$ cat config.mk
export PLATFORM = sky130hd
export DESIGN_NAME = uniop_ctrl
export DESIGN_NICKNAME = d
export VERILOG_FILES = /design/src/rtl/uniop_pkg.sv /design/src/rtl/uniop_decode.sv /design/src/rtl/uniop_ctrl.sv
export SDC_FILE = /design/constraint.sdc
export NUM_CORES = 1
export LEC_CHECK = 0
export ABC_AREA = 1
export CAP_MARGIN = 20
export CORE_ASPECT_RATIO = 1.4
export CORE_MARGIN = 4
export CORE_UTILIZATION = 45
export DETAILED_ROUTE_END_ITERATION = 7
export MAX_ROUTING_LAYER = met4
export PLACE_DENSITY = 0.76
export REMOVE_ABC_BUFFERS = 1
export SYNTH_ARGS = -nofsm -noshare
export SYNTH_HDL_FRONTEND = slang
export SYNTH_SLANG_ARGS = --single-unit
$ cat constraint.sdc
create_clock -name clk -period 4 [get_ports clk]
set_clock_uncertainty 0.15 [all_clocks]
set_input_delay 0.8 -clock clk [delete_from_list [all_inputs] [get_ports clk]]
set_output_delay 0.8 -clock clk [all_outputs]
set_load 0.02 [all_outputs]
$ cat src/rtl/uniop_pkg.sv
// Shared definitions for the unioperand (accumulator) machine sequencer.
// Holds the default widths, the opcode values, the alu16b sel encoding,
// the FSM state encoding and the decoded instruction classes.
package uniop_pkg;

    localparam int DATA_W_DEF = 16;
    localparam int ADDR_W_DEF = 8;

    // Opcode = instr[15:12]; any value not listed here executes as NOP.
    localparam logic [3:0] OP_NOP = 4'h0;
    localparam logic [3:0] OP_LDA = 4'h1;
    localparam logic [3:0] OP_STA = 4'h2;
    localparam logic [3:0] OP_ADD = 4'h3;
    localparam logic [3:0] OP_SUB = 4'h4;
    localparam logic [3:0] OP_AND = 4'h5;
    localparam logic [3:0] OP_OR  = 4'h6;
    localparam logic [3:0] OP_XOR = 4'h7;
    localparam logic [3:0] OP_NOT = 4'h8;
    localparam logic [3:0] OP_JMP = 4'h9;
    localparam logic [3:0] OP_JZ  = 4'hA;
    localparam logic [3:0] OP_LDI = 4'hB;
    localparam logic [3:0] OP_HLT = 4'hF;

    // alu16b sel encoding
    localparam logic [2:0] SEL_ADD  = 3'd0;
    localparam logic [2:0] SEL_SUB  = 3'd1;
    localparam logic [2:0] SEL_AND  = 3'd2;
    localparam logic [2:0] SEL_OR   = 3'd3;
    localparam logic [2:0] SEL_XOR  = 3'd4;
    localparam logic [2:0] SEL_NOT  = 3'd5;
    localparam logic [2:0] SEL_PASS = 3'd6;

    // FSM state encoding
    localparam logic [2:0] ST_FETCH  = 3'd0;
    localparam logic [2:0] ST_DECODE = 3'd1;
    localparam logic [2:0] ST_MEM    = 3'd2;
    localparam logic [2:0] ST_EXEC   = 3'd3;
    localparam logic [2:0] ST_WB     = 3'd4;
    localparam logic [2:0] ST_HALT   = 3'd5;

    // What DECODE does with an instruction.
    typedef enum logic [2:0] {
        CLS_NOP,    // straight back to FETCH
        CLS_JMP,    // unconditional pc load
        CLS_JZ,     // pc load when zflag is set
        CLS_HALT,   // terminal
        CLS_LOAD,   // read M[a] then run the ALU (LDA and the ALU-mem ops)
        CLS_STORE,  // write acc to M[a]
        CLS_EXEC    // ALU only, no memory (LDI, NOT)
    } op_class_t;

endpackage

$ cat src/rtl/uniop_decode.sv
// Combinational opcode decoder.
// Ports:
//   opcode   in   4   instr[15:12]
//   op_class out      what the sequencer does next with this instruction
//   alu_sel  out  3   alu16b sel for instructions that go through the ALU
module uniop_decode
    import uniop_pkg::*;
(
    input  logic [3:0] opcode,
    output op_class_t  op_class,
    output logic [2:0] alu_sel
);

    always_comb begin
        op_class = CLS_NOP;
        alu_sel  = SEL_PASS;
        case (opcode)
            OP_LDA: begin op_class = CLS_LOAD;  alu_sel = SEL_PASS; end
            OP_STA: begin op_class = CLS_STORE; end
            OP_ADD: begin op_class = CLS_LOAD;  alu_sel = SEL_ADD;  end
            OP_SUB: begin op_class = CLS_LOAD;  alu_sel = SEL_SUB;  end
            OP_AND: begin op_class = CLS_LOAD;  alu_sel = SEL_AND;  end
            OP_OR:  begin op_class = CLS_LOAD;  alu_sel = SEL_OR;   end
            OP_XOR: begin op_class = CLS_LOAD;  alu_sel = SEL_XOR;  end
            OP_NOT: begin op_class = CLS_EXEC;  alu_sel = SEL_NOT;  end
            OP_JMP: begin op_class = CLS_JMP;   end
            OP_JZ:  begin op_class = CLS_JZ;    end
            OP_LDI: begin op_class = CLS_EXEC;  alu_sel = SEL_PASS; end
            OP_HLT: begin op_class = CLS_HALT;  end
            default: begin op_class = CLS_NOP;  end
        endcase
    end

endmodule

$ cat src/rtl/uniop_ctrl.sv
// Multicycle sequencer for the accumulator machine, driving alu16b.
// Fetches instructions, performs data loads/stores, sequences the ALU and
// writes its registered result back into the accumulator and zero flag.
// Ports:
//   clk, rst                          clock, asynchronous active-high reset
//   imem_req/addr/rdata/valid         instruction fetch handshake (addr = pc)
//   dmem_req/we/addr/wdata/rdata/valid data memory handshake
//   alu_in1/in2/sel                   operands and function to alu16b
//   alu_out/alu_zf                    alu16b result, one cycle after EXEC
//   acc, pc, halted                   architectural state
module uniop_ctrl
    import uniop_pkg::*;
#(
    parameter int                DATA_W   = DATA_W_DEF,
    parameter int                ADDR_W   = ADDR_W_DEF,
    parameter logic [ADDR_W-1:0] START_PC = '0
) (
    input  logic              clk,
    input  logic              rst,
    output logic              imem_req,
    output logic [ADDR_W-1:0] imem_addr,
    input  logic [15:0]       imem_rdata,
    input  logic              imem_valid,
    output logic              dmem_req,
    output logic              dmem_we,
    output logic [ADDR_W-1:0] dmem_addr,
    output logic [DATA_W-1:0] dmem_wdata,
    input  logic [DATA_W-1:0] dmem_rdata,
    input  logic              dmem_valid,
    output logic [DATA_W-1:0] alu_in1,
    output logic [DATA_W-1:0] alu_in2,
    output logic [2:0]        alu_sel,
    input  logic [DATA_W-1:0] alu_out,
    input  logic              alu_zf,
    output logic [DATA_W-1:0] acc,
    output logic [ADDR_W-1:0] pc,
    output logic              halted
);

    logic [2:0]        state_reg,      state_next;
    logic [ADDR_W-1:0] pc_reg,         pc_next;
    logic [15:0]       ir_reg,         ir_next;
    logic [DATA_W-1:0] acc_reg,        acc_next;
    logic              zflag_reg,      zflag_next;
    logic              imem_req_reg,   imem_req_next;
    logic              dmem_req_reg,   dmem_req_next;
    logic              dmem_we_reg,    dmem_we_next;
    logic [ADDR_W-1:0] dmem_addr_reg,  dmem_addr_next;
    logic [DATA_W-1:0] dmem_wdata_reg, dmem_wdata_next;
    logic [DATA_W-1:0] alu_in1_reg,    alu_in1_next;
    logic [DATA_W-1:0] alu_in2_reg,    alu_in2_next;
    logic [2:0]        alu_sel_reg,    alu_sel_next;

    op_class_t         dec_class;
    logic [2:0]        dec_sel;
    logic [ADDR_W-1:0] operand_addr;
    logic [DATA_W-1:0] imm;
    logic              imem_fire;
    logic              dmem_fire;

    uniop_decode u_decode (
        .opcode   (ir_reg[15:12]),
        .op_class (dec_class),
        .alu_sel  (dec_sel)
    );

    assign operand_addr = ir_reg[ADDR_W-1:0];

    // Zero-extended immediate for LDI.
    genvar gi;
    generate
        for (gi = 0; gi < DATA_W; gi++) begin : g_imm
            if (gi < ADDR_W) begin : g_bit
                assign imm[gi] = ir_reg[gi];
            end else begin : g_zero
                assign imm[gi] = 1'b0;
            end
        end
        if (ADDR_W < 12) begin : g_ir_gap
            // Instruction bits between the opcode and the operand carry no meaning.
            logic unused_ir;
            assign unused_ir = ^ir_reg[11:ADDR_W];
        end
    endgenerate

    // A valid only completes a transaction that is actually being requested.
    assign imem_fire = imem_req_reg & imem_valid;
    assign dmem_fire = dmem_req_reg & dmem_valid;

    always_comb begin
        state_next      = state_reg;
        pc_next         = pc_reg;
        ir_next         = ir_reg;
        acc_next        = acc_reg;
        zflag_next      = zflag_reg;
        dmem_we_next    = dmem_we_reg;
        dmem_addr_next  = dmem_addr_reg;
        dmem_wdata_next = dmem_wdata_reg;
        alu_in1_next    = alu_in1_reg;
        alu_in2_next    = alu_in2_reg;
        alu_sel_next    = alu_sel_reg;
        case (state_reg)
            ST_FETCH: begin
                if (imem_fire) begin
                    ir_next    = imem_rdata;
                    pc_next    = pc_reg + 1'b1;
                    state_next = ST_DECODE;
                end
            end
            ST_DECODE: begin
                case (dec_class)
                    CLS_JMP: begin
                        pc_next    = operand_addr;
                        state_next = ST_FETCH;
                    end
                    CLS_JZ: begin
                        if (zflag_reg) begin
                            pc_next = operand_addr;
                        end
                        state_next = ST_FETCH;
                    end
                    CLS_HALT: state_next = ST_HALT;
                    CLS_LOAD: begin
                        dmem_we_next   = 1'b0;
                        dmem_addr_next = operand_addr;
                        state_next     = ST_MEM;
                    end
                    CLS_STORE: begin
                        dmem_we_next    = 1'b1;
                        dmem_addr_next  = operand_addr;
                        dmem_wdata_next = acc_reg;
                        state_next      = ST_MEM;
                    end
                    CLS_EXEC: begin
                        // ALU operands are registered on entry to EXEC so the
                        // registered alu16b result is ready during WB.
                        alu_in1_next = acc_reg;
                        alu_in2_next = imm;
                        alu_sel_next = dec_sel;
                        state_next   = ST_EXEC;
                    end
                    default: state_next = ST_FETCH;
                endcase
            end
            ST_MEM: begin
                if (dmem_fire) begin
                    if (dmem_we_reg) begin
                        state_next = ST_FETCH;
                    end else begin
                        alu_in1_next = acc_reg;
                        alu_in2_next = dmem_rdata;
                        alu_sel_next = dec_sel;
                        state_next   = ST_EXEC;
                    end
                end
            end
            ST_EXEC: state_next = ST_WB;
            ST_WB: begin
                acc_next   = alu_out;
                zflag_next = alu_zf;
                state_next = ST_FETCH;
            end
            ST_HALT: state_next = ST_HALT;
            default: state_next = ST_FETCH;
        endcase
        // Requests are registered from the upcoming state so they are high
        // for the whole of FETCH/MEM and drop the cycle after completion.
        imem_req_next = (state_next == ST_FETCH);
        dmem_req_next = (state_next == ST_MEM);
    end

    always_ff @(posedge clk or posedge rst) begin
        if (rst) begin
            state_reg      <= ST_FETCH;
            pc_reg         <= START_PC;
            ir_reg         <= '0;
            acc_reg        <= '0;
            zflag_reg      <= 1'b0;
            imem_req_reg   <= 1'b0;
            dmem_req_reg   <= 1'b0;
            dmem_we_reg    <= 1'b0;
            dmem_addr_reg  <= '0;
            dmem_wdata_reg <= '0;
            alu_in1_reg    <= '0;
            alu_in2_reg    <= '0;
            alu_sel_reg    <= '0;
        end else begin
            state_reg      <= state_next;
            pc_reg         <= pc_next;
            ir_reg         <= ir_next;
            acc_reg        <= acc_next;
            zflag_reg      <= zflag_next;
            imem_req_reg   <= imem_req_next;
            dmem_req_reg   <= dmem_req_next;
            dmem_we_reg    <= dmem_we_next;
            dmem_addr_reg  <= dmem_addr_next;
            dmem_wdata_reg <= dmem_wdata_next;
            alu_in1_reg    <= alu_in1_next;
            alu_in2_reg    <= alu_in2_next;
            alu_sel_reg    <= alu_sel_next;
        end
    end

    assign imem_req   = imem_req_reg;
    assign imem_addr  = pc_reg;
    assign dmem_req   = dmem_req_reg;
    assign dmem_we    = dmem_we_reg;
    assign dmem_addr  = dmem_addr_reg;
    assign dmem_wdata = dmem_wdata_reg;
    assign alu_in1    = alu_in1_reg;
    assign alu_in2    = alu_in2_reg;
    assign alu_sel    = alu_sel_reg;
    assign acc        = acc_reg;
    assign pc         = pc_reg;
    assign halted     = (state_reg == ST_HALT);

endmodule

==> results of run 1 <==
==> stage by stage <==
step / setup WS, ns / total power, mW / instance area (um^2)
finish: 1.379 / 5.439 / 6225
global route: 1.261 / 5.820 / 6225
CTS: 1.357 / 5.498 / 6225
detailed placement: 1.376 / 4.591 / 5917
global placement: 1.400 / 4.502 / 5917
floorplan: 0.3745 / 3.313 / 4275
==> cells by family after synthesis <==
family	count (synthesis)	synth area share, %
simple gates	232	22.81
flops	102	57.30
compound gates	87	11.35
buf+inv	66	7.359
fa+ha+maj	1	0.2809
mux	2	0.5056
xor+xnor	2	0.3933
==> layer usage <==
layer	wire (um)	global-route usage [%]	up-vias
met1	4611	25.73	1725
met2	5567	33.61	126
met3	564	3.043	17
met5	0	-	-
li1	-	-	1825
met4	252	7.962	0
==> cells in the mapped netlist (8+ instances only) <==
cell	n
o21ai_2	17
nor2_1	35
inv_1	36
nand2_1	143
a21oi_1	29
nand2_2	18
buf_4	9
dfrtp_1	102
clkbuf_1	8
o21ai_0	38
nand3_1	19
==> cell usage in the layout, fill, tap and decap left out, types with 2 or more instances in the layout <==
| master | instances |
|---|---|
| o21ai_0 | 38 |
| inv_1 | 35 |
| clkdlybuf4s50_1 | 143 |
| clkbuf_16 | 9 |
| inv_4 | 2 |
| nand2_1 | 143 |
| clkinvlp_4 | 2 |
| nand3_2 | 2 |
| clkinv_4 | 3 |
| a21oi_1 | 29 |
| buf_4 | 3 |
| dfrtp_1 | 102 |
| nor2_1 | 35 |
| nand4_1 | 3 |
| nor2_2 | 2 |
| mux2_2 | 2 |
| xnor2_1 | 2 |
| nand2_2 | 18 |
| o21ai_2 | 17 |
| inv_2 | 2 |
| nor3_1 | 3 |
| nor2_4 | 2 |
| nand3_1 | 19 |
==> area by class of cell <==
cell class / count / share of cell area, %
flip-flops and latches: 102 / 41.01
multi-input cells: 324 / 25.29
repair buffers: 147 / 23.68
clock buffers: 9 / 3.618
well taps: 132 / 2.653
inverters: 39 / 2.432
clock inverters: 7 / 1.327
==> final timing paths <==
| path | cells past startpoint | to |
|---|---|---|
| setup / recovery | 3 | halted |
| hold / removal | 2 | alu_in2[0]$_DFFE_PP0P_ |
| setup reg to reg | 8 | alu_in1[15]$_DFFE_PP0P_ |
| hold reg to reg | 2 | alu_in2[0]$_DFFE_PP0P_ |
| max in group asynchronous | 3 | dmem_wdata[13]$_DFFE_PP0P_ |
| min in group asynchronous | 2 | alu_in2[12]$_DFFE_PP0P_ |
==> critical path: stages, from the launching register on <==
cell	delay [ns]
dfrtp_1	0.49
nand3_1	0.17
inv_1	0.08
clkdlybuf4s50_1	0.59
==> power groups by stage <==
stage                     sequential, mW  combinational (mW)  clock, mW
after global routing                1.94                2.93      0.950
final                               1.87                2.69      0.881
after floorplan                     2.39               0.918          0
after global placement              1.85                2.65          0
after CTS                           1.87                2.73      0.903
after detailed placement            1.88                2.71          0
==> metrics.csv, run 1 <==
metric,value,unit
drt via density,4.859,
HPWL after DPL,7.829,mm
"area leader, netlist",dfrtp_1,
vias in the first global route,3690,
Antenna Cells,0,
H-tree depth,3,
reg2reg start,state_reg[2]$_DFF_PP0_,
antenna violations before repair,0,
net switching power,2.236,mW
share of layout cells above drive strength 1,11.15,%
Ys Warns,0,
Die H,125.7,um
crit path kind,flop to output port,
final setup fails,0,
vias post-DR,3693,
wire length per cell,14.47,um
I/O Buffers,143,
die width,92.09,um
VDD IR-drop max,410.9,uV
Worst setup EP type,output port,
Syn-to-layout area delta,39.75,%
Fillers,810,
top_reg_cell synth,dfrtp_1,
CTS Buffer Depth,2,
Slew headroom,46.86,%
final clock period utilization by the worst path,65.52,%
Worst Tran Pin Value,0.7971,ns
crit-path max FO,6,
Core Area,9564,um^2
Lkg Pwr,2.915,nW
Internal,3.203,mW
worst hold slack,0.3271,ns
Mapped Cells,492,
Hold Crit Start,alu_in2[0]$_DFFE_PP0P_,
Synth Register Bits,102,
total grt overflow,0,
Final Critical Period,2.621,ns
"Hold-fix buffers, CTS",0,
CTS Root Cell,clkbuf_16,
drt drc,0,
total wire length,11.00,mm
Hold/Removal Path Class,flop to flop,
clock buffer count from CTS,9,
GPL Wtd Cong,0.8267,
Worst-path clk slew,0.07,ns
R2R Setup Slk,1.85,ns
Net Sw Frac,41.11,%
pin count of the biggest net entering global routing,65,
fin nets,677,
sequential cell area fraction in the yosys report,57.30,%
final non-filler cell total,760,
Final Slew Violations,0,
io pins,148,
num rows,42,
power share of the sequential group,34.3,%
1st-pass router iterations,4,
WP data arrival,1.67,ns
Post-synth EDFFs,0,
Final Hold Fails,0,
Post-CTS Setup Repair Bufs,0,
"Distinct cells, synth",31,
crit start category,flop,
crit path launch,state_reg[2]$_DFF_PP0_,
fin util,65.08,%
area of the multi-input gates,1574,um^2
Max Cap Violations,0,
syn_area_per_cell,9.053,um^2
Pwr Density,873.7,nW/um^2
ranking of synthesized cells by area,"dfrtp_1, nand2_1, o21ai_0",
TritonCTS clock tree,built,
Starting Density,46.57,%
Post-CTS Resized,0,
Synth top area share,57.30,%
post-synthesis cell area,4454,um^2
status,"finished, final reports clean",
Worst-Skew Late Latency,0.34,ns
Combinational Power Share,49.5,%
RSZ-0062 raised after global routing,false,
ANT nets after route,0,
clock power share,16.2,%
asr flop ratio synth,100.0,%
first-pass GRT wire length,18.49,mm
CP required,3.05,ns
fmax,381.6,MHz
Placed Cells,744,
Die ar.,11580,um^2
Register Area,2552,um^2
Sink Count,102,
setup TNS,0,ns
DR iter-0 viols,167,
Tot GR Track Use,20.52,%
Note: power is estimated with default switching activity, not from simulation.
==> run 2: changes to the inputs <==
==> constraint.sdc (replaced) <==
create_clock -name clk -period 2.62 [get_ports clk]
set_clock_uncertainty 0.15 [all_clocks]
set_input_delay 0.524 -clock clk [delete_from_list [all_inputs] [get_ports clk]]
set_output_delay 0.524 -clock clk [all_outputs]
set_load 0.02 [all_outputs]
==> run 2 against run 1 <==
- sequential power increased by 52%
- non-clock buffer count is 3 higher
- combinational power up 53%
- cell area is 0.58% higher
- die area unchanged
- first-iteration DRC count fell by 4.2%
- worst hold slack worse by 0.0069 ns
- count of clock-buffer cells in the layout rose by 1
- final cell count is 0.26% higher
- global-route usage is essentially flat
- register-to-register slack worse by 1.3 ns
- total power grew 52%
- largest cell class unchanged
- largest power group unchanged
==> metrics.csv, run 2 (synthesis results as in run 1) <==
metric,value,unit,change
Hold/Removal Path Class,flop to flop,,
antenna violations before repair,0,,unchanged
FF-to-FF path depth,9,,+1
Syn-to-layout area delta,40.56,%,
r2r endpoint,alu_in1[3]$_DFFE_PP0P_,,
most frequent cells in the layout,"nand2_1, clkdlybuf4s50_1, dfrtp_1, o21ai_0",,
met2 usage,33.09,%,-0.52 points
Fillers,814,,+0.49%
crit path launch,state_reg[2]$_DFF_PP0_,,
1st-pass router iterations,4,,unchanged
Sink Count,102,,unchanged
io pins,148,,unchanged
final setup fails,0,,unchanged
vias in the first global route,3707,,+0.46%
"Cell Area, Placed",5964,um^2,+0.80%
clock buffer count from CTS,9,,unchanged
Setup WS pre-CTS,0.4031,ns,-0.9726 ns
"Hold-fix buffers, CTS",0,,unchanged
WHS Path Cells,2,,unchanged
CTS Buffer Depth,2,,unchanged
DR iter-0 viols,160,,-4.2%
Pwr Density,1324,nW/um^2,+52%
CP required,1.95,ns,-1.10 ns
Combinational Power Share,49.6,%,about the same
share of layout cells above drive strength 1,11.43,%,+0.28 points
GPL Wtd Cong,0.8443,,+2.1%
VDD IR-drop max,669.4,uV,+63%
Final Critical Period,2.352,ns,
Post-CTS Setup Repair Bufs,0,,unchanged
Core Area,9564,um^2,unchanged
WP data arrival,1.68,ns,about the same
Final Hold Fails,0,,unchanged
final non-filler cell total,762,,+0.26%
Worst-Skew Late Latency,0.33,ns,about the same
Slew headroom,58.70,%,+12 points
clock power share,16.1,%,about the same
Net Sw Frac,40.67,%,-0.44 points
HPWL after DPL,7.918,mm,+1.1%
Internal,4.919,mW,+54%
crit start category,flop,,
Hold Crit Start,alu_in2[0]$_DFFE_PP0P_,,
CP max-delay cell,clkdlybuf4s50_1,,
status,"finished, final reports clean",,
wire length per cell,14.19,um,-1.9%
R2R Setup Slk,0.57,ns,-1.28 ns
Hold EP,alu_in2[0]$_DFFE_PP0P_,,
GRT busiest layer,met2,,
num rows,42,,unchanged
drt drc,0,,unchanged
first-pass GRT wire length,18.55,mm,+0.37%
crit path kind,flop to output port,,
Placed Cells,747,,+0.40%
met1 Use GR,25.74,%,about the same
Die ar.,11580,um^2,unchanged
fin nets,680,,+0.44%
Antenna Cells,0,,unchanged
Worst Tran Pin Value,0.6188,ns,-0.1784 ns
total grt overflow,0,,unchanged
CP max stage delay,0.60,ns,about the same
pin count of the biggest net entering global routing,37,,-43%
die width,92.09,um,unchanged
"Power, Total",8.291,mW,+52%
Lkg Pwr,2.944,nW,+1.0%
final clock period utilization by the worst path,89.79,%,
Worst-path clk slew,0.07,ns,about the same
H-tree depth,3,,unchanged
CTS Root Cell,clkbuf_16,,
Post-CTS Resized,0,,unchanged
net switching power,3.371,mW,+51%
vias post-DR,3687,,-0.16%
crit-path max FO,6,,unchanged
met3 Usage GRT,4.117,%,+1.1 points
ANT nets after route,0,,unchanged
Max Cap Violations,0,,unchanged
crit-path cells,"nand3_1, inv_1, clkdlybuf4s50_1",,
TritonCTS clock tree,built,,
drt via density,4.839,,-0.42%
Tot GR Track Use,20.47,%,-0.049 points
Die H,125.7,um,unchanged
Final Slew Violations,0,,unchanged
"Design Area, Final",6261,um^2,+0.58%
power share of the sequential group,34.3,%,about the same
Worst setup EP type,output port,,
RSZ-0062 raised after global routing,false,,
Starting Density,46.57,%,unchanged
I/O Buffers,143,,unchanged
final setup margin,0.2675,ns,-1.112 ns
total wire length,10.81,mm,-1.7%
fmax,425.1,MHz,
reg2reg start,state_reg[2]$_DFF_PP0_,,
run 2: cell types whose count changed in the layout (fill, tap and decap cells not counted):
| cell | change |
|---|---|
| clkinv_4 | -3 |
| buf_12 | +2 |
| clkinv_2 | +2 |
| clkinvlp_4 | -2 |
| inv_6 | +2 |
| buf_4 | +1 |
| clkbuf_8 | +1 |
| inv_8 | -1 |
run 2: routing by layer:
| metal | wire (um) | part of all wire [%] |
|---|---|---|
| met1 | 4651 | 43 |
| met2 | 5380 | 50 |
| met3 | 631 | 5.8 |
| met4 | 149 | 1.4 |
| met5 | 0 | 0 |
run 2: area by class of cell:
cell class / count / area [um^2] / area share, %
Sequential cell: 102 / 2552 / 40.77
Clock buffer: 10 / 239.0 / 3.817
Clock inverter: 5 / 57.56 / 0.9193
Multi-Input combinational cell: 324 / 1574 / 25.14
Inverter: 39 / 151.4 / 2.418
Tap cell: 132 / 165.2 / 2.638
Timing Repair Buffer: 150 / 1521 / 24.30
run 2: worst max-delay path, delay by kind of cell (launching register included):
| kind | cells | cell delay, ns |
|---|---|---|
| simple gates | 1 | 0.17 |
| buf+inv | 2 | 0.68 |
| flops | 1 | 0.49 |
run 2: per-stage QoR:
stage,setup TNS (ns),hold WS [ns],utilization [%]
4_1_cts,0,0.3242,65.46
6_report,0,0.3202,65.46
2_1_floorplan,-74.41,0.3309,-
3_3_place_gp,0,0.3030,62.36
5_1_grt,0,0.3518,65.46
3_5_place_dp,0,0.3072,62.36
run 2: how the worst max path moves through the flow:
stage                     slack, ns                     end
after floorplan               -0.73      acc[0]$_DFFE_PP0N_
after CTS                      0.24                  halted
after detailed placement       0.40  alu_in1[3]$_DFFE_PP0P_
after global placement         0.42  alu_sel[1]$_DFFE_PP0P_
after global routing           0.18                  halted
final                          0.27                  halted
run 2: power groups by stage:
stage               clock network [mW]  logic (mW)  registers (mW)
global route                      1.42        4.50            2.96
floorplan                            0        1.40            3.66
finish                            1.33        4.11            2.84
global placement                     0        4.07            2.83
detailed placement                   0        4.15            2.87
CTS                               1.36        4.17            2.85
==> run 3: changes to the inputs <==
--- a/config.mk
+++ b/config.mk
@@ -9,11 +9,10 @@
 export CAP_MARGIN = 20
 export CORE_ASPECT_RATIO = 1.4
 export CORE_MARGIN = 4
-export CORE_UTILIZATION = 45
+export CORE_UTILIZATION = 40
 export DETAILED_ROUTE_END_ITERATION = 7
 export MAX_ROUTING_LAYER = met4
-export PLACE_DENSITY = 0.76
-export REMOVE_ABC_BUFFERS = 1
+export PLACE_DENSITY = 0.68
 export SYNTH_ARGS = -nofsm -noshare
 export SYNTH_HDL_FRONTEND = slang
 export SYNTH_SLANG_ARGS = --single-unit
==> run 3 against run 2 <==
- non-clock buffer count unchanged
- via count is 0.22% lower
- sequential cell count stayed put
- total power down 0.68%
- largest power group unchanged
==> metrics.csv, run 3 (synthesis results as in run 1) <==
metric,value,unit,change
status,"finished, final reports clean",,
Tot GR Track Use,17.70,%,-2.8 points
RSZ-0062 raised after global routing,false,,
Hold/Removal Path Class,flop to flop,,
drt via density,4.766,,-1.5%
1st-pass router iterations,4,,unchanged
crit-path max FO,6,,unchanged
CTS Buffer Depth,2,,unchanged
VDD IR-drop max,574.3,uV,-14%
crit path kind,flop to output port,,
Register Area,2552,um^2,unchanged
Worst-path clk slew,0.07,ns,about the same
crit start category,flop,,
reg2reg start,state_reg[2]$_DFF_PP0_,,
Lkg Pwr,2.917,nW,-0.94%
Final Slew Violations,0,,unchanged
I/O Buffers,143,,unchanged
share of layout cells above drive strength 1,11.57,%,+0.14 points
Buf/Inv on CP,2,,unchanged
final setup fails,0,,unchanged
total wire length,10.97,mm,+1.5%
ANT nets after route,0,,unchanged
Antenna Cells,0,,unchanged
Worst Tran Pin Value,0.5946,ns,-0.02414 ns
Max Cap Violations,0,,unchanged
HPWL after DPL,7.935,mm,+0.21%
final clock period utilization by the worst path,91.58,%,+1.8 points
crit-path cells,"nand3_1, inv_1, clkdlybuf4s50_1",,
r2r endpoint,alu_in2[14]$_DFFE_PP0P_,,
fin nets,680,,unchanged
Hold Crit Start,alu_in2[2]$_DFFE_PP0P_,,
io pins,148,,unchanged
Post-CTS Setup Repair Bufs,0,,unchanged
Fillers,964,,+18%
GPL Wtd Cong,0.8244,,-2.4%
total grt overflow,0,,unchanged
Final Critical Period,2.399,ns,+0.04684 ns
num rows,45,,+7.1%
Die ar.,12910,um^2,+12%
clock buffer count from CTS,9,,unchanged
CTS Root Cell,clkbuf_16,,
CP max-delay cell,clkdlybuf4s50_1,,
WP data arrival,1.73,ns,+0.05 ns
area of the multi-input gates,1574,um^2,unchanged
setup TNS,0,ns,unchanged
Worst setup EP type,output port,,
drt drc,0,,unchanged
Slew headroom,60.31,%,+1.6 points
fmax,416.8,MHz,-2.0%
"Hold-fix buffers, CTS",0,,unchanged
Sink Count,102,,unchanged
first-pass GRT wire length,18.03,mm,-2.8%
CP required,1.95,ns,about the same
R2R Setup Slk,0.60,ns,+0.03 ns
wire length per cell,14.21,um,+0.14%
WHS Path Cells,2,,unchanged
critical path depth in cells,3,,unchanged
Final Hold Fails,0,,unchanged
TritonCTS clock tree,built,,
vias post-DR,3679,,-0.22%
Worst-Skew Late Latency,0.34,ns,about the same
Post-CTS Resized,0,,unchanged
CP max stage delay,0.61,ns,about the same
Die H,132.9,um,+5.7%
die width,97.19,um,+5.5%
pin count of the biggest net entering global routing,103,,+180%
Mapped Nets,546,,
Hold EP,alu_in2[2]$_DFFE_PP0P_,,
most frequent cells in the layout,"nand2_1, clkdlybuf4s50_1, dfrtp_1, o21ai_0",,
DR iter-0 viols,178,,+11%
FF-to-FF path depth,9,,unchanged
"Power, Total",8.234,mW,-0.68%
Pwr Density,1318,nW/um^2,-0.49%
"delay-heaviest family, CP",buffers and inverters,,
Starting Density,40.99,%,-5.6 points
vias in the first global route,3595,,-3.0%
Syn-to-layout area delta,40.28,%,
H-tree depth,3,,unchanged
antenna violations before repair,0,,unchanged
Core Area,10870,um^2,+14%
[run 3: report_power, final]
group	switching [mW]	total (mW)	internal [mW]
logic	2.29	4.11	1.82
registers	0.520	2.85	2.33
clock network	0.599	1.27	0.674
[run 3: worst register-to-register path: stages, from the launching register on]
cell     delay, ns
dfrtp_1       0.47
nor2_2        0.20
nand2_2       0.21
nor2_4        0.19
nand2_4       0.09
nand2_8       0.14
inv_4         0.14
buf_4         0.21
nand2_1       0.07
nand2_1       0.05
[run 3: worst max path at each step]
stage,slack (ns),start,endpoint
2_1_floorplan,0.73,rst,acc[0]$_DFFE_PP0N_
3_3_place_gp,0.44,dmem_valid,alu_in2[10]$_DFFE_PP0P_
3_5_place_dp,0.43,dmem_valid,alu_in2[10]$_DFFE_PP0P_
4_1_cts,0.20,state_reg[2]$_DFF_PP0_,halted
5_1_grt,0.14,state_reg[2]$_DFF_PP0_,halted
6_report,0.22,state_reg[2]$_DFF_PP0_,halted
[run 3: cell type report]
class / instances / area share, %
clock buffers: 10 / 3.825
clock inverters: 6 / 0.7209
multi-input cells: 324 / 25.19
inverters: 39 / 2.443
well taps: 141 / 2.823
flip-flops and latches: 102 / 40.85
repair buffers: 150 / 24.15
[run 3: through the flow]
| step | cell area, um^2 | setup slack (ns) | util, % | std cells | hold WS (ns) |
|---|---|---|---|---|---|
| after floorplan | 4458 | 0.7284 | - | 492 | 0.3308 |
| after global placement | 5964 | 0.4391 | 54.89 | 756 | 0.3091 |
| after detailed placement | 5964 | 0.4307 | 54.89 | 756 | 0.3113 |
| after CTS | 6248 | 0.2009 | 57.50 | 772 | 0.3273 |
| after global routing | 6248 | 0.1357 | 57.50 | 772 | 0.3525 |
| final | 6248 | 0.2207 | 57.50 | 772 | 0.3235 |
[run 3: routing by layer]
| metal | part of all wire, % | GRT usage (%) | vias to the layer above |
|---|---|---|---|
| li1 | - | - | 1819 |
| met1 | 44 | 21.82 | 1718 |
| met2 | 49 | 28.84 | 126 |
| met3 | 5.6 | 4.483 | 16 |
| met4 | 1.5 | 5.152 | 0 |
| met5 | 0 | - | - |
==> RTL edit 1: new RTL, flow settings as in run 2 <==
The package constant `ADDR_W_DEF` goes from 8 to 7.
--- a/src/rtl/uniop_pkg.sv
+++ b/src/rtl/uniop_pkg.sv
@@ -5,5 +5,5 @@
 
     localparam int DATA_W_DEF = 16;
-    localparam int ADDR_W_DEF = 8;
+    localparam int ADDR_W_DEF = 7;
 
     // Opcode = instr[15:12]; any value not listed here executes as NOP.
Interface: changed (resized dmem_addr, imem_addr and pc); port bits go from 148 to 145. The function was not compared with the original's and may differ.
==> RTL edit 1 against run 2 <==
Setup slack improved by 0.029 ns; power is 9.0% lower; final area shrank 4.4%; register-to-register slack got worse by 0.12 ns; critical path type unchanged; sequential cell count fell by 3; largest cell class unchanged; critical path depth up 1; sequential share of layout area grew 0.60 points; area after synthesis decreased by 4.0%; non-clock buffer count shrank 6; largest power group unchanged; wire length is 3.3% lower.
==> RTL edit 1: results (changes against run 2) <==
Tot GR Track Use -> 19.66% (-0.82 points)
first-pass GRT wire length -> 16.99 mm (-8.4%)
Worst Hold End -> alu_in2[6]
register bit total from synthesis -> 99 (-2.9%)
largest net degree at the start of global routing -> 100 (+170%)
R2R depth -> 8 (-1)
IO Port Bufs -> 139 (-2.8%)
register-to-register setup slack -> 0.45 ns (-0.12 ns)
sequential area share after synthesis -> 57.95% (+0.64 points)
worst stage delay on the critical path -> 0.64 ns (+0.04 ns)
share of power burned in the clock network -> 18.3% (+2.2 points)
via count -> 3,589 (-2.7%)
Hold/Removal Path Class -> reg -> reg
Nets -> 661 (-2.8%)
Warnings, synthesis -> 0 (unchanged)
Max IR drop VDD -> 0.7693 mV (+15%)
hold_sp -> alu_in2[6]
main area contributors after synthesis -> dfrtp_1 58%, nand2_1 12%, o21ai_2 4.1%, o21ai_0 3.9%, nor2_1 3.8%
Multi-input gate area -> 1454 um^2 (-7.6%)
P_clk -> 1.38 mW (+4%)
Non-CTS buffers -> 144 (-4.0%)
placer congestion estimate -> 0.8373 (-0.83%)
Logic power comb -> 3.57 mW (-13%)
initial antenna violation count -> 0 (unchanged)
Clock-cell share -> 5.182% (+0.45 points)
Detailed Route Iter0 Violations -> 137 (-14%)
Unique masters post-synth -> 24 (-23%)
Multi-input comb cells -> 308 (-4.9%)
share of layout cells above drive strength 1 -> 8.987% (-2.4 points)
relative slew slack -> 34.06% (-25 points)
diode count -> 0 (unchanged)
FF-to-FF Start -> state_reg[1]
sequential share of cell area -> 41.37% (+0.60 points)
fillers -> 781 (-4.1%)
placed cell count -> 703 (-5.9%)
status -> finished clean
leakage -> 2.790 nW (-5.2%)
Int Pwr -> 4.535 mW (-7.8%)
clkbuf count -> 11 (+1)
final std cells w/o fill -> 719 (-5.6%)
WHS Path Cells -> 2 (unchanged)
Detailed Place HPWL -> 7.400 mm (-6.5%)
nonclk inv count -> 45 (+15%)
commonest cells in the synthesized netlist -> 137 x nand2_1, 99 x dfrtp_1, 43 x nor2_1
Post-Synthesis Cells -> 477 (-3.0%)
Non-clock buffer share -> 24.07% (-0.23 points)
WL per Instance -> 14.54 um (+2.5%)
Worst-path clk slew -> 0.07 ns (about the same)
worst-skew pair later-pin latency -> 0.34 ns
crit path max fanout -> 4 (-2)
Critical R2R Capture -> alu_in1[7]
## RTL edit 1: changes by cell type after synthesis, sizes merged, moves of 2 or more
cell           run 2  this run
buf               19        21
inv               39        45
nand3             21        15
o21ai             55        70
nor3               3         0
xor2               0         2
nand2            163       140
clkbuf             8         4
nor2              39        48
dfrtp            102        99
nand4              3         1
## RTL edit 1: cells by family after synthesis
kind of cell,synth area share (%)
AND/OR/NAND/NOR,19.43
adder cells (fa/ha/maj),0.2926
buffers and inverters,8.048
XOR/XNOR,0.6147
flip-flops,57.95
multiplexers,0.2634
AO/OA/AOI/OAI,13.40
## RTL edit 1: through the flow
step | hold WS, ns | utilization (%) | cell area (um^2) | TNS (ns) | worst slack, ns
final | 0.3251 | 65.58 | 5988 | 0 | 0.2970
after global routing | 0.3548 | 65.58 | 5988 | 0 | 0.2053
after CTS | 0.3323 | 65.58 | 5988 | 0 | 0.2747
after detailed placement | 0.3127 | 62.18 | 5678 | 0 | 0.1461
after global placement | 0.3052 | 62.18 | 5678 | 0 | 0.2229
after floorplan | 0.3306 | - | 4100 | -63.80 | -0.6444
## RTL edit 1: layer usage
layer  global-route usage (%)  wire, um
met3                    4.930       570
met4                    6.513        49
met5                        -         0
met1                    22.65      4376
met2                    33.89      5461
## RTL edit 1: how the worst max path moves through the flow
stage                      start  depth (start not counted)          end  slack, ns
global route        state_reg[2]                          3       halted       0.21
floorplan                    rst                          1       acc[0]      -0.64
detailed placement    dmem_valid                          6   alu_in1[7]       0.15
finish              state_reg[1]                          4       halted       0.30
CTS                 state_reg[1]                          4       halted       0.27
global placement      dmem_valid                          6  alu_in2[15]       0.22
## RTL edit 1: tightest hold or removal path, cell delays in order, from the launching register on
cell and delay [ns]:
dfrtp_1 0.34, nand2_1 0.05, nand2_1 0.05
==> RTL edit 2: new RTL, settings of run 2 <==
Made on the original files. `dmem_addr_reg` no longer has a reset.
--- a/src/rtl/uniop_ctrl.sv
+++ b/src/rtl/uniop_ctrl.sv
@@ -180,5 +180,4 @@
             dmem_req_reg   <= 1'b0;
             dmem_we_reg    <= 1'b0;
-            dmem_addr_reg  <= '0;
             dmem_wdata_reg <= '0;
             alu_in1_reg    <= '0;
@@ -194,5 +193,4 @@
             dmem_req_reg   <= dmem_req_next;
             dmem_we_reg    <= dmem_we_next;
-            dmem_addr_reg  <= dmem_addr_next;
             dmem_wdata_reg <= dmem_wdata_next;
             alu_in1_reg    <= alu_in1_next;
@@ -200,4 +198,8 @@
             alu_sel_reg    <= alu_sel_next;
         end
+    end
+
+    always_ff @(posedge clk) begin
+        dmem_addr_reg <= dmem_addr_next;
     end
 
Function: differs if rst is asserted again (counterexample within 4 cycles, from zero or initial values and one cycle with rst high); with rst held inactive, the same outputs for 4 cycles.
==> RTL edit 2 against run 2 <==
Sequential cell count unchanged; hold slack worse by 0.016 ns; power decreased by 4.4%; critical path depth unchanged; core utilization grew 0.76 points; area after synthesis down 4.3%; sequential share of layout area up 2.1 points; largest cell class unchanged; final area is 3.4% lower; wire length is 0.10% lower; setup slack lost 0.028 ns.
==> RTL edit 2: results (changes against run 2) <==
switch share -> 39.19% (-1.5 points)
Comb pwr share -> 46.6% (-3.0 points)
crit path max fanout -> 7 (+1)
Critical R2R Capture -> alu_in1[5]
initial antenna violation count -> 0 (unchanged)
share of power burned in registers -> 35.5% (+1.2 points)
leakage -> 2.834 nW (-3.7%)
Nets -> 656 (-3.5%)
Post-CTS Resized -> 0 (unchanged)
FF-to-FF Start -> ir_reg[13]
commonest cells in the synthesized netlist -> 138 x nand2_1, 94 x dfrtp_1, 45 x nor2_1
R2R depth -> 6 (-3)
Worst-path clk slew -> 0.06 ns
register-to-register setup slack -> 0.65 ns (+0.08 ns)
Detailed Route WL -> 10.80 mm (-0.10%)
WHS Path Cells -> 0 (-2)
main area contributors after synthesis -> dfrtp_1 55%, nand2_1 12%, edfxtp_1 5.6%, o21ai_0 4.6%, nor2_1 4.0%
Detailed Place HPWL -> 7.607 mm (-3.9%)
placer congestion estimate -> 0.8395 (-0.57%)
most common cell after layout, fill and taps aside -> clkdlybuf4s50_1
Max IR drop VDD -> 0.7406 mV (+11%)
Warnings, synthesis -> 0 (unchanged)
final std cells w/o fill -> 714 (-6.3%)
Setup WS pre-CTS -> 0.2636 ns (-0.1395 ns)
worst-skew pair later-pin latency -> 0.34 ns
WHS -> 0.3040 ns (-0.01613 ns)
worst stage delay on the critical path -> 0.63 ns (+0.03 ns)
CP Launch Point -> state_reg[2]
Detailed Route Iter0 Violations -> 178 (+11%)
relative slew slack -> 44.54% (-14 points)
Worst Hold End -> dmem_addr[1]
DRT Pass-1 Iters -> 4 (unchanged)
status -> finished clean
Cell Area, Placed -> 5731 um^2 (-3.9%)
Post-synth ARST share -> 92.16% (-7.8 points)
placed cell count -> 698 (-6.6%)
EDFF count, synth -> 8 (+8)
via count -> 3,610 (-2.1%)
Worst Path Arrival -> 1.71 ns (+0.03 ns)
Setup Fix Bufs, Post-CTS -> 0 (unchanged)
IO Port Bufs -> 143 (unchanged)
share of layout cells above drive strength 1 -> 5.601% (-5.8 points)
largest net degree at the start of global routing -> 95 (+160%)
first-pass GRT wire length -> 17.43 mm (-6.1%)
Longest Clk Path Bufs -> 2 (unchanged)
Unique masters post-synth -> 29 (-6.5%)
Post-Synthesis Cells -> 468 (-4.9%)
CP delay by family, top -> buffers and inverters
H-tree depth -> 3 (unchanged)
P_seq -> 2.81 mW
Tot GR Track Use -> 20.70% (+0.22 points)
clock root cell -> clkbuf_16
critical path endpoint -> halted
diode count -> 0 (unchanged)
dominant synthesized flop cell -> dfrtp_1
sequential area share after synthesis -> 60.83% (+3.5 points)
DR DRC count -> 0 (unchanged)
hold_sp -> ir_reg[1]
Tmin final -> 2.380 ns (+0.02776 ns)
[RTL edit 2: final cells by class]
class / count / area (um^2)
clock buffers: 12 / 246.5
clock inverters: 4 / 70.07
flip-flops and latches: 102 / 2592
inverters: 38 / 143.9
multi-input cells: 302 / 1371
well taps: 107 / 133.9
repair buffers: 149 / 1489
fillers: 715 / 3084
[RTL edit 2: layer usage]
layer	track usage, %	vias up	part of all wire [%]
met5	-	-	0
met4	7.950	0	2.3
met3	7.060	22	7.6
met2	34.55	140	49
met1	23.15	1688	42
li1	-	1760	-
[RTL edit 2: logic make-up (layout without fill, tap and decap cells)]
group / count (synthesis) / count (layout) / synth area share (%)
buffers and inverters: 64 / 203 / 6.988
AOI/OAI and AO/OA: 83 / 83 / 10.22
muxes: 5 / 5 / 1.321
and+or+nand+nor: 212 / 212 / 20.14
DFF: 102 / 102 / 60.83
adders and majority gates: 1 / 1 / 0.2936
xor gates and xnor gates: 1 / 1 / 0.2056
